File: config.mk
export PLATFORM = sky130hd
export DESIGN_NAME = proc_out_fifo_mmio
export DESIGN_NICKNAME = d
export VERILOG_FILES = /design/src/rtl/proc_out_fifo_mmio.sv
export SDC_FILE = /design/constraint.sdc
export NUM_CORES = 1
export LEC_CHECK = 0
export CAP_MARGIN = 20
export CORE_ASPECT_RATIO = 0.6
export CORE_MARGIN = 4
export CORE_UTILIZATION = 48
export CTS_CLUSTER_SIZE = 16
export DETAILED_ROUTE_END_ITERATION = 8
export PLACE_DENSITY = 0.78
export SYNTH_ARGS = -nofsm -noshare
export SYNTH_HDL_FRONTEND = slang
export SYNTH_SLANG_ARGS = --single-unit
File: constraint.sdc
create_clock -name clk -period 4.2 [get_ports clk]
set_input_delay 0.84 -clock clk [delete_from_list [all_inputs] [get_ports clk]]
set_output_delay 0.84 -clock clk [all_outputs]
set_load 0.005 [all_outputs]
File: src/rtl/proc_out_fifo_mmio.sv
// Output FIFO sink for the pixel processor with a small CPU register window.
// The processor pushes pixels over valid/ready. The CPU drains them through
// the DATA register, monitors progress through STATUS, and flushes the FIFO
// or clears the frame-done flag through CTRL.
module proc_out_fifo_mmio #(
    parameter int          DEPTH      = 16,
    parameter int          IMAGE_SIZE = 1024,
    parameter logic [31:0] BASE_ADDR  = 32'h0200_1010
) (
    input  logic        clk,
    input  logic        resetn,
    input  logic        in_valid,
    input  logic [7:0]  in_pixel,
    output logic        in_ready,
    input  logic        mem_valid,
    output logic        mem_ready,
    input  logic [3:0]  mem_wstrb,
    input  logic [31:0] mem_addr,
    input  logic [31:0] mem_wdata,
    output logic [31:0] mem_rdata,
    output logic        irq
);

    localparam int AW = $clog2(DEPTH);
    localparam int FW = $clog2(IMAGE_SIZE + 1);

    logic [7:0]    fifo_mem [DEPTH];
    logic [AW-1:0] wr_ptr;
    logic [AW-1:0] rd_ptr;
    logic [AW:0]   level;
    logic [FW-1:0] frame_cnt;
    logic          frame_done;

    logic          empty;
    logic          full;
    logic [31:0]   offset;
    logic          hit_data;
    logic          hit_status;
    logic          hit_ctrl;
    logic          sel;
    logic          hs;
    logic          is_write;
    logic          push;
    logic          accept;
    logic          pop;
    logic          flush;
    logic          clr_done;
    logic          frame_last;
    logic          unused_wdata;

    assign empty = (level == '0);
    assign full  = (level == (AW+1)'(DEPTH));

    // Only the three word addresses of the window decode; anything else is
    // left unanswered so the bus master sees no ready.
    assign offset     = mem_addr - BASE_ADDR;
    assign hit_data   = (offset == 32'h0);
    assign hit_status = (offset == 32'h4);
    assign hit_ctrl   = (offset == 32'h8);
    assign sel        = mem_valid & (hit_data | hit_status | hit_ctrl);
    assign hs         = sel & mem_ready;
    assign is_write   = |mem_wstrb;

    assign push       = in_valid & ~full;
    // A push landing on the flush cycle is dropped and not counted toward the frame.
    assign flush      = hs & hit_ctrl & is_write & mem_wdata[0];
    assign clr_done   = hs & hit_ctrl & is_write & mem_wdata[1];
    assign accept     = push & ~flush;
    assign pop        = hs & hit_data & ~is_write & ~empty;
    assign frame_last = (frame_cnt == FW'(IMAGE_SIZE - 1));

    assign in_ready     = ~full;
    assign irq          = frame_done;
    assign unused_wdata = ^mem_wdata[31:2];

    // Bus ready: one-cycle pulse per select, then a mandatory idle cycle.
    always_ff @(posedge clk) begin
        if (!resetn) mem_ready <= 1'b0;
        else         mem_ready <= sel & ~mem_ready;
    end

    // Pixel storage; contents need no reset since level gates every read.
    always_ff @(posedge clk) begin
        if (accept) fifo_mem[wr_ptr] <= in_pixel;
    end

    // FIFO pointers and occupancy.
    always_ff @(posedge clk) begin
        if (!resetn || flush) begin
            wr_ptr <= '0;
            rd_ptr <= '0;
            level  <= '0;
        end else begin
            if (accept) wr_ptr <= wr_ptr + AW'(1);
            if (pop)    rd_ptr <= rd_ptr + AW'(1);
            case ({accept, pop})
                2'b10:   level <= level + (AW+1)'(1);
                2'b01:   level <= level - (AW+1)'(1);
                default: level <= level;
            endcase
        end
    end

    // Frame accounting; setting frame_done takes priority over a clear in the same cycle.
    always_ff @(posedge clk) begin
        if (!resetn) begin
            frame_cnt  <= '0;
            frame_done <= 1'b0;
        end else begin
            if (flush) begin
                frame_cnt <= '0;
            end else if (accept) begin
                frame_cnt <= frame_last ? '0 : frame_cnt + FW'(1);
            end
            if (accept && frame_last) frame_done <= 1'b1;
            else if (clr_done)        frame_done <= 1'b0;
        end
    end

    // Read mux: live view of current state while selected, zero otherwise.
    always_comb begin
        mem_rdata = '0;
        if (sel) begin
            if (hit_data && !empty) begin
                mem_rdata = {23'b0, 1'b1, fifo_mem[rd_ptr]};
            end else if (hit_status) begin
                mem_rdata = {16'(level), 13'b0, frame_done, full, empty};
            end
        end
    end

endmodule

==> flow_metrics.tcl, run 1 <==
set metrics [dict create \
    status "finished, violations left" \
    violations "negative setup slack" \
    hold_viol 0 \
    fp.coreArea_mm2 0.0140 \
    p_per_area_mw_per_mm2 389 \
    critical_path.slowest_cell "or4_4" \
    grt_max_degree 33 \
    crit_type "in -> out" \
    final_common_cell "edfxtp_1" \
    antenna_found_initial 0 \
    timing.rr.start "level[0]$_SDFFE_PP0P_" \
    die_h_um 101 \
    drcViolationCount 0 \
    peakVddDrop_mv 0.325 \
    power_frac_seq_pct 50.0 \
    synth.avg_cell_area_um2 15.8 \
    fp-row-count 33 \
    arrival_ns 3.41 \
    dr.pass1.iters 4 \
    htree_levels 4 \
    wirelength_um 16200 \
    synth_seq_area_share_pct 63.6 \
    cts_inserted_buffers 17 \
    die_w_um 164 \
    drv_slew 0 \
    ios 115 \
    p_sw_w 0.000755 \
    synth_edf_count 128 \
    crit_required_ns 3.36 \
    final_nets 649 \
    endpoint_kind "primary output" \
    path_max_fanout 3 \
    finalNonFillerCells 765 \
    clkTransAtPathRegs_ns 0.06 \
    clock-sinks 158 \
    regArea_mm2 0.00445 \
    gp_congestion 0.836 \
    p_int_w 0.00270 \
    hold_path_class "reg -> reg" \
    clockBufferDepth 2 \
    track_usage_pct 19.9 \
    ant_nets 0 \
    clock_skew_ns 0.00682 \
    cts-root-buf "clkbuf_16" \
    cpLargestDelayFamily "simple AND/OR/NAND/NOR gates" \
    p_sw_share_pct 21.9 \
    diodes 0 \
    leakagePower_nw 3.18 \
    start_kind "input pin" \
    synth_ff_type "edfxtp_1" \
    vias_per_cell 5.63 \
    post-route-min-period_ns 4.25 \
    area_delta_synth_final_pct 27.0 \
    post_drt_wl_per_cell_um 21.1 \
    tritoncts "done" \
    grt-ovfl-total 0 \
    combPwrFrac_pct 5.9 \
    grt_pass1_wl_um 24700 \
    max_slew.worst_pin.slew_ns 0.681 \
    final_cell_mix "edfxtp_1 (128), buf_4 (45), mux4_2 (40), clkdlybuf4s50_1 (33), nor2_1 (32)" \
    clkPwrFrac_pct 44.2 \
    dp_cells 725 \
    fmax_ghz 0.235 \
    cts_hold_buf 0 \
    grt_pass1_vias 4420 \
    multi_input_area_mm2 0.00251 \
    cp_slowest_stage_delay_ns 0.56 \
    io_buffers 66 \
    start_util_pct 50.1 \
    clk_latency_ns 0.42 \
    dp_hpwl_um 10500 \
    crit_buf_inv 3 \
    drive_gt1_share_pct 31.6 \
    path_cells "buf_6 > or4_4 > o21ai_2 > mux2i_2 > o2111ai_4 > or4_4 > or3_4 > buf_6 > nor2b_4 > buf_2" \
    fin_crit_sh_pct 101 \
    power.total_w 0.00345 \
    finalHoldWorstSlack_ns 0.479 \
    maxCapViolations 0 \
    place_ws_ns -0.807 \
    ys_async_sr_fraction_pct 0 \
    synthDistinctLibCells 55 \
    hold_start "frame_cnt[10]$_SDFFE_PP0P_" \
    netlist_area_mm2 0.00699 \
    postSynthCellCount 442 \
    tns_ns -0.172 \
    drtIter0Drc 407 \
    rsz0062_at_grt "true" \
    ys_ff_latch 158 \
    final-setup-viol-count 5 \
    yosys_warnings 0 \
    nFillCells 972 \
    die-area_mm2 0.0166 \
    maxSlewHeadroom_pct 54.5 \
    startpoint "mem_addr[6]" \
    worst_slack_ns -0.0510 \
    vias 4304 \
]
worst paths after layout:
check                                                   to  slack [ns]  cells past startpoint
worst min-delay path            frame_cnt[10]$_SDFFE_PP0P_        0.48                      1
worst max-delay path                          mem_rdata[6]       -0.05                     10
worst max register to register       level[2]$_SDFFE_PP0P_        1.17                     14
worst min register to register  frame_cnt[10]$_SDFFE_PP0P_        0.48                      1
power groups by stage:
| stage | logic [W] | registers [W] | clock network (W) |
|---|---|---|---|
| after floorplan | 0.0000910 | 0.00175 | 0 |
| after global placement | 0.000178 | 0.00175 | 0 |
| after detailed placement | 0.000188 | 0.00176 | 0 |
| after CTS | 0.000197 | 0.00172 | 0.00155 |
| after global routing | 0.000218 | 0.00173 | 0.00161 |
| final | 0.000202 | 0.00172 | 0.00152 |
through the flow:
stage               instance area [µm²]  utilization [%]
finish                             8880             63.6
global route                       8880             63.6
CTS                                8770             62.8
detailed placement                 8110             58.1
global placement                   8110             58.1
floorplan                          7060                -
repair_timing:
| item | CTS | global route |
|---|---|---|
| pin swaps | 12 | 13 |
| setup buffers | 5 | 3 |
| endpoints found under the setup margin | 16 | 15 |
| cloned | 0 | 0 |
| resized for setup | 103 | 33 |
| endpoints found under the hold margin | 0 | 0 |
synth_stat cells, types with 5 or more instances:
cell	number	area [µm²]
edfxtp_1	128	3840
mux4_2	40	901
nor2_1	37	139
dfxtp_1	30	601
and3_1	20	125
buf_4	18	135
nand2_1	13	48.8
xor2_1	12	105
clkbuf_1	11	41.3
a21oi_1	10	50.1
ha_1	9	113
xnor2_1	8	70.1
and2_1	6	37.5
inv_1	6	22.5
nand2b_1	6	37.5
buf_2	5	25.0
nor2b_2	5	43.8
nor3_1	5	25.0
nor4_1	5	31.3
metal layers:
| layer | GRT usage, % | wire [µm] | up-vias |
|---|---|---|---|
| met5 | 0 | 0 | - |
| met4 | 5.80 | 229 | 0 |
| met2 | 33.3 | 8020 | 159 |
| met1 | 27.1 | 6850 | 2190 |
| met3 | 3.82 | 1060 | 19 |
| li1 | - | - | 1936 |
area by class of cell:
cell class,count,share of cell area (%)
inverter,6,0.254
clock buffer,18,4.83
sequential,158,50.1
timing repair buffer,118,12.0
tap,192,2.71
clock inverter,14,1.80
multi-input combinational,259,28.3
registers in the layout, summed over array words and instances (netlist names), named ones only:
| signal | flops |
|---|---|
| fifo_mem | 128 |
| frame_cnt | 11 |
| irq | 1 |
| level | 5 |
| mem_ready | 1 |
| rd_ptr | 4 |
| wr_ptr | 4 |
kinds of logic (layout without fill, tap and decap cells):
family	Yosys count	after routing	synth area share [%]
flip-flops	158	158	63.6
XOR/XNOR	20	20	2.51
other	1	18	0.0536
buffers and inverters	42	156	3.31
AO/OA/AOI/OAI	38	38	4.33
multiplexers	44	44	13.5
AND/OR/NAND/NOR	130	130	11.1
adder cells (fa/ha/maj)	9	9	1.61
Note: power is estimated with default switching activity, not from simulation.
==> run 2, diff against run 1 <==
--- a/constraint.sdc
+++ b/constraint.sdc
@@ -3,2 +3,2 @@
 set_output_delay 0.84 -clock clk [all_outputs]
-set_load 0.005 [all_outputs]
+set_load 0.05 [all_outputs]
==> run 2 against run 1 <==
Effect of this change: the run still ends with negative setup slack left; clock skew increased by 0.0026 ns; die area unchanged; utilization grew 1.2 points; final cell count is 0.78% lower; first-iteration DRC count increased by 33%; total power shrank 1.7%; via count grew 2.4%; hold slack got worse by 0.0035 ns; count of clock-buffer cells in the layout down 1; clock power is 6% lower; combinational power up 21%; largest power group unchanged.
==> flow_metrics.tcl, run 2 (same netlist as run 1, synthesis figures left out) <==
set metrics [dict create \
    fmax_ghz 0.234 \
    p_sw_share_pct 23.8 \
    rsz0062_at_grt "true" \
    p_sw_w 0.000807 \
    drcViolationCount 0 \
    grt-ovfl-total 0 \
    place_ws_ns -0.456 \
    peakVddDrop_mv 0.287 \
    clkPwrFrac_pct 42.0 \
    vias 4407 \
    grt_pass1_vias 4443 \
    combPwrFrac_pct 7.2 \
    maxCapViolations 0 \
    max_slew.worst_pin.slew_ns 0.734 \
    clock-sinks 158 \
    crit_required_ns 3.36 \
    dr.pass1.iters 5 \
    hold_viol 0 \
    final_cell_mix "edfxtp_1 (128), mux4_2 (40), buf_4 (40), nor2_1 (34), clkdlybuf4s50_1 (34)" \
    clockBufferDepth 2 \
    p_int_w 0.00259 \
    vias_per_cell 5.81 \
    finalHoldWorstSlack_ns 0.475 \
    die-area_mm2 0.0166 \
    drtIter0Drc 541 \
    top_regs "fifo_mem x128, frame_cnt x11, level x5" \
    htree_levels 4 \
    p_per_area_mw_per_mm2 375 \
    track_usage_pct 20.5 \
    worst_slack_ns -0.0700 \
    stdcell_area_mm2 0.00904 \
    die_h_um 101 \
    violations "negative setup slack" \
    io_buffers 66 \
    ios 115 \
    finalCoreUtilization_pct 64.8 \
    cts-root-buf "clkbuf_16" \
    hold_path_class "reg -> reg" \
    fp.coreArea_mm2 0.0140 \
    dp_cells 717 \
    status "finished, violations left" \
    grt_pass1_wl_um 25100 \
    start_util_pct 50.1 \
    dp_hpwl_um 10900 \
    largest_reg_flops 128 \
    cts_inserted_buffers 17 \
    maxSlewHeadroom_pct 50.6 \
    ant_nets 0 \
    tritoncts "done" \
    post-route-min-period_ns 4.27 \
    arrival_ns 3.43 \
    crit_type "in -> out" \
    final-setup-viol-count 12 \
    grt_max_degree 33 \
    fin_crit_sh_pct 102 \
    leakagePower_nw 3.18 \
    final_common_cell "edfxtp_1" \
    endpoint_kind "primary output" \
    clkTransAtPathRegs_ns 0.07 \
    clk_latency_ns 0.42 \
    die_w_um 164 \
    post_drt_wl_per_cell_um 22.4 \
    antenna_found_initial 0 \
    drive_gt1_share_pct 31.9 \
    placed_cell_area_mm2 0.00820 \
    power_frac_seq_pct 50.8 \
    start_kind "input pin" \
    drv_slew 0 \
    finalNonFillerCells 759 \
    gp_congestion 0.905 \
    wirelength_um 17000 \
    area_delta_synth_final_pct 29.4 \
    clock_skew_ns 0.00938 \
    diodes 0 \
    fp-row-count 33 \
    path_max_fanout 3 \
    final_nets 643 \
    top_register "fifo_mem" \
]
==> run 2: path summary, 6_finish.rpt <==
| path | startpoint | to | slack, ns | depth (start not counted) |
|---|---|---|---|---|
| setup / recovery | mem_addr[5] | mem_rdata[1] | -0.07 | 10 |
| hold / removal | frame_cnt[10]$_SDFFE_PP0P_ | frame_cnt[10]$_SDFFE_PP0P_ | 0.48 | 1 |
| setup reg to reg | level[1]$_SDFFE_PP0P_ | level[4]$_SDFFE_PP0P_ | 1.01 | 13 |
| hold reg to reg | frame_cnt[10]$_SDFFE_PP0P_ | frame_cnt[10]$_SDFFE_PP0P_ | 0.48 | 1 |
==> run 2: timing repair <==
item,CTS,global route
cloned,0,0
setup endpoints to repair,15,17
pin swaps,8,18
setup buffers,4,6
resized for setup,46,41
hold buffers,0,0
==> run 2: stage by stage <==
stage	TNS [ns]	power, W
global placement	-5.67	0.00197
detailed placement	-6.16	0.00198
global route	-1.07	0.00351
finish	-0.302	0.00339
floorplan	-0.330	0.00188
CTS	-0.995	0.00339
==> run 2: critical path: stages <==
cell and delay [ns]:
buf_6 0.09, or4_4 0.56, nor4_4 0.20, a21oi_1 0.07
a221o_1 0.31, or4_4 0.54, buf_6 0.14, buf_6 0.11
a2111oi_4 0.32, clkbuf_16 0.24
==> run 2: layout make-up <==
type	count	area (µm²)
Timing Repair Buffer	112	1190
Tap cell	192	240
Inverter	6	22.5
Multi-Input combinational cell	259	2590
Clock inverter	15	125
Sequential cell	158	4450
Clock buffer	17	425
Fill cell	906	4910
==> run 2: power by group through the flow <==
stage / Sequential (W) / Clock [W] / Combinational (W)
finish: 0.00172 / 0.00143 / 0.000244
global route: 0.00173 / 0.00153 / 0.000259
CTS: 0.00172 / 0.00144 / 0.000227
detailed placement: 0.00176 / 0 / 0.000220
global placement: 0.00175 / 0 / 0.000212
floorplan: 0.00175 / 0 / 0.000126
==> run 2: routing by layer <==
metal	track usage, %	routed length, µm	vias up	part of all wire (%)
li1	-	-	1927	-
met1	27.9	6870	2226	40
met2	32.9	8400	217	49
met3	6.18	1300	37	7.6
met4	5.67	468	0	2.7
met5	0	0	-	0
==> run 3, diff against run 2 <==
- CORE_UTILIZATION: 48 -> 50
- clock period: 4.2 -> 4.5 ns (I/O delays scaled with it)
==> run 3 against run 2 <==
Effect of this change: the run now ends clean; die area down 3.7%; highest routed layer unchanged; count of clock-buffer cells in the layout increased by 4; register-to-register slack gained 0.31 ns; combinational power shrank 14%; design area fell by 2.8%; sequential power decreased by 6%; non-clock buffer count decreased by 20; final cell count down 2.8%.
==> flow_metrics.tcl, run 3 (same netlist as run 1, synthesis figures left out) <==
set metrics [dict create \
    grt_pass1_vias 4268 \
    cts-root-buf "clkbuf_16" \
    drive_gt1_share_pct 25.1 \
    final_common_cell "edfxtp_1" \
    finalNonFillerCells 738 \
    vias_per_cell 5.68 \
    worst_slack_ns 0.0356 \
    r2r_cells 13 \
    peakVddDrop_mv 0.313 \
    finalCoreUtilization_pct 64.4 \
    grt_max_degree 33 \
    post-route-min-period_ns 4.46 \
    die-area_mm2 0.0160 \
    hold_viol 0 \
    wirelength_um 15400 \
    endpoint "mem_rdata[6]" \
    crit_type "in -> out" \
    maxSlewHeadroom_pct 56.1 \
    clock-sinks 158 \
    clockBufferDepth 2 \
    start_util_pct 51.1 \
    crit_top_cell "or4_4" \
    die_h_um 99.6 \
    cp_slowest_stage_delay_ns 0.52 \
    critical_path.slowest_cell "or4_4" \
    drcViolationCount 0 \
    tritoncts "done" \
    io_buffers 66 \
    crit_cells 9 \
    clock_skew_ns 0.0126 \
    top_regs "fifo_mem x128, frame_cnt x11, level x5" \
    track_usage_pct 20.0 \
    leakagePower_nw 3.01 \
    antenna_found_initial 0 \
    place_ws_ns -0.312 \
    die_w_um 161 \
    reg2reg_slack_ns 1.32 \
    grt_pass1_wl_um 24200 \
    htree_levels 4 \
    crit_required_ns 3.60 \
    startpoint "mem_addr[11]" \
    path_max_fanout 6 \
    start_kind "input pin" \
    arrival_ns 3.56 \
    top_register "fifo_mem" \
    ant_nets 0 \
    drv_slew 0 \
    worstReg2RegEnd "level[4]$_SDFFE_PP0P_" \
    endpoint_kind "primary output" \
    clkTransAtPathRegs_ns 0.06 \
    crit_buf_inv 2 \
    vias 4192 \
    cts_inserted_buffers 17 \
    nFillCells 918 \
    grt-ovfl-total 0 \
    timing.rr.start "level[1]$_SDFFE_PP0P_" \
    cpLargestDelayFamily "simple AND/OR/NAND/NOR gates" \
    area_delta_synth_final_pct 25.8 \
    dp_hpwl_um 10200 \
    p_per_area_mw_per_mm2 375 \
    drtIter0Drc 379 \
    max_slew.worst_pin.slew_ns 0.657 \
    hold_path_class "reg -> reg" \
    final-setup-viol-count 0 \
    path_cells "dlygate4sd2_1 > or4_4 > o21ai_4 > mux2i_2 > o2111ai_4 > or4_4 > or3_4 > nor2b_4 > buf_12" \
    maxCapViolations 0 \
    dp_cells 705 \
    dr.pass1.iters 5 \
    final_cell_mix "edfxtp_1 (128), clkdlybuf4s50_1 (41), mux4_2 (40), nor2_1 (36), dfxtp_1 (29)" \
    fp.coreArea_mm2 0.0137 \
    gp_congestion 0.816 \
    largest_reg_flops 128 \
    clk_latency_ns 0.42 \
    fin_crit_sh_pct 99.2 \
    fmax_ghz 0.224 \
    post_drt_wl_per_cell_um 20.8 \
    status "finished, final reports clean" \
    final_nets 623 \
    ios 115 \
    diodes 0 \
    fp-row-count 33 \
]
## run 3: changes by cell type in the layout (fill, tap and decap cells not counted), sizes merged
cell / previous run / this run
buf: 63 / 43
bufinv: 0 / 4
clkbuf: 20 / 21
clkdlybuf4s15: 2 / 3
clkdlybuf4s50: 34 / 41
clkinv: 5 / 4
dlygate4sd2: 1 / 4
dlymetal6s2s: 9 / 1
inv: 15 / 7
## run 3: area by class of cell
cell class	count	area, µm²	share of cell area, %
clock buffer	21	440	5.01
clock inverter	10	164	1.86
inverter	6	22.5	0.256
multi-input combinational	259	2490	28.3
sequential	158	4450	50.5
tap	192	240	2.73
timing repair buffer	92	991	11.3
## run 3: worst min path at each step
stage	from	endpoint	cells past startpoint
after floorplan	frame_cnt[10]$_SDFFE_PP0P_	frame_cnt[10]$_SDFFE_PP0P_	1
after global placement	frame_cnt[10]$_SDFFE_PP0P_	frame_cnt[10]$_SDFFE_PP0P_	1
after detailed placement	frame_cnt[10]$_SDFFE_PP0P_	frame_cnt[10]$_SDFFE_PP0P_	1
after CTS	frame_cnt[10]$_SDFFE_PP0P_	frame_cnt[10]$_SDFFE_PP0P_	1
after global routing	frame_cnt[10]$_SDFFE_PP0P_	frame_cnt[10]$_SDFFE_PP0P_	1
final	frame_cnt[10]$_SDFFE_PP0P_	frame_cnt[10]$_SDFFE_PP0P_	1
## run 3: what timing repair did
item	CTS	global route
hold buffers	0	0
buffers inserted	2	0
resized for setup	36	7
pin swaps	9	3
cloned	0	0
setup endpoints to repair	14	12
## run 3: metal layers
metal  track usage, %  vias up  wire length, µm
met5                0        -                0
met4             5.02        0               88
met3             5.51        8             1230
met2             31.6      179             7350
met1             28.0     2126             6710
li1                 -     1879                -
## run 3: where the power goes
part	switching, W	leakage [nW]	internal (W)
clock	0.000550	0.291	0.000926
sequential	0.0000109	1.40	0.00160
combinational	0.000124	1.32	0.0000848
total	0.000685	3.01	0.00261
## run 3: worst register-to-register path, stage by stage, from the launching register on
cell,delay [ns]
dfxtp_1,0.39
or4_1,0.60
nor2_1,0.32
nor2_1,0.15
nand4b_1,0.18
nor4_4,0.06
ha_1,0.21
xor2_1,0.15
ha_1,0.18
a21oi_1,0.26
a32oi_1,0.18
a21oi_1,0.20
xnor2_1,0.14
nor2_1,0.05
## run 3: per-stage QoR
stage	instance area (µm²)	total power (W)	hold slack, ns	TNS, ns
global placement	8100	0.00183	0.464	-3.88
detailed placement	8100	0.00184	0.468	-4.43
CTS	8760	0.00331	0.477	0
global route	8800	0.00340	0.505	-0.0997
floorplan	7070	0.00175	0.457	0
finish	8800	0.00329	0.474	0
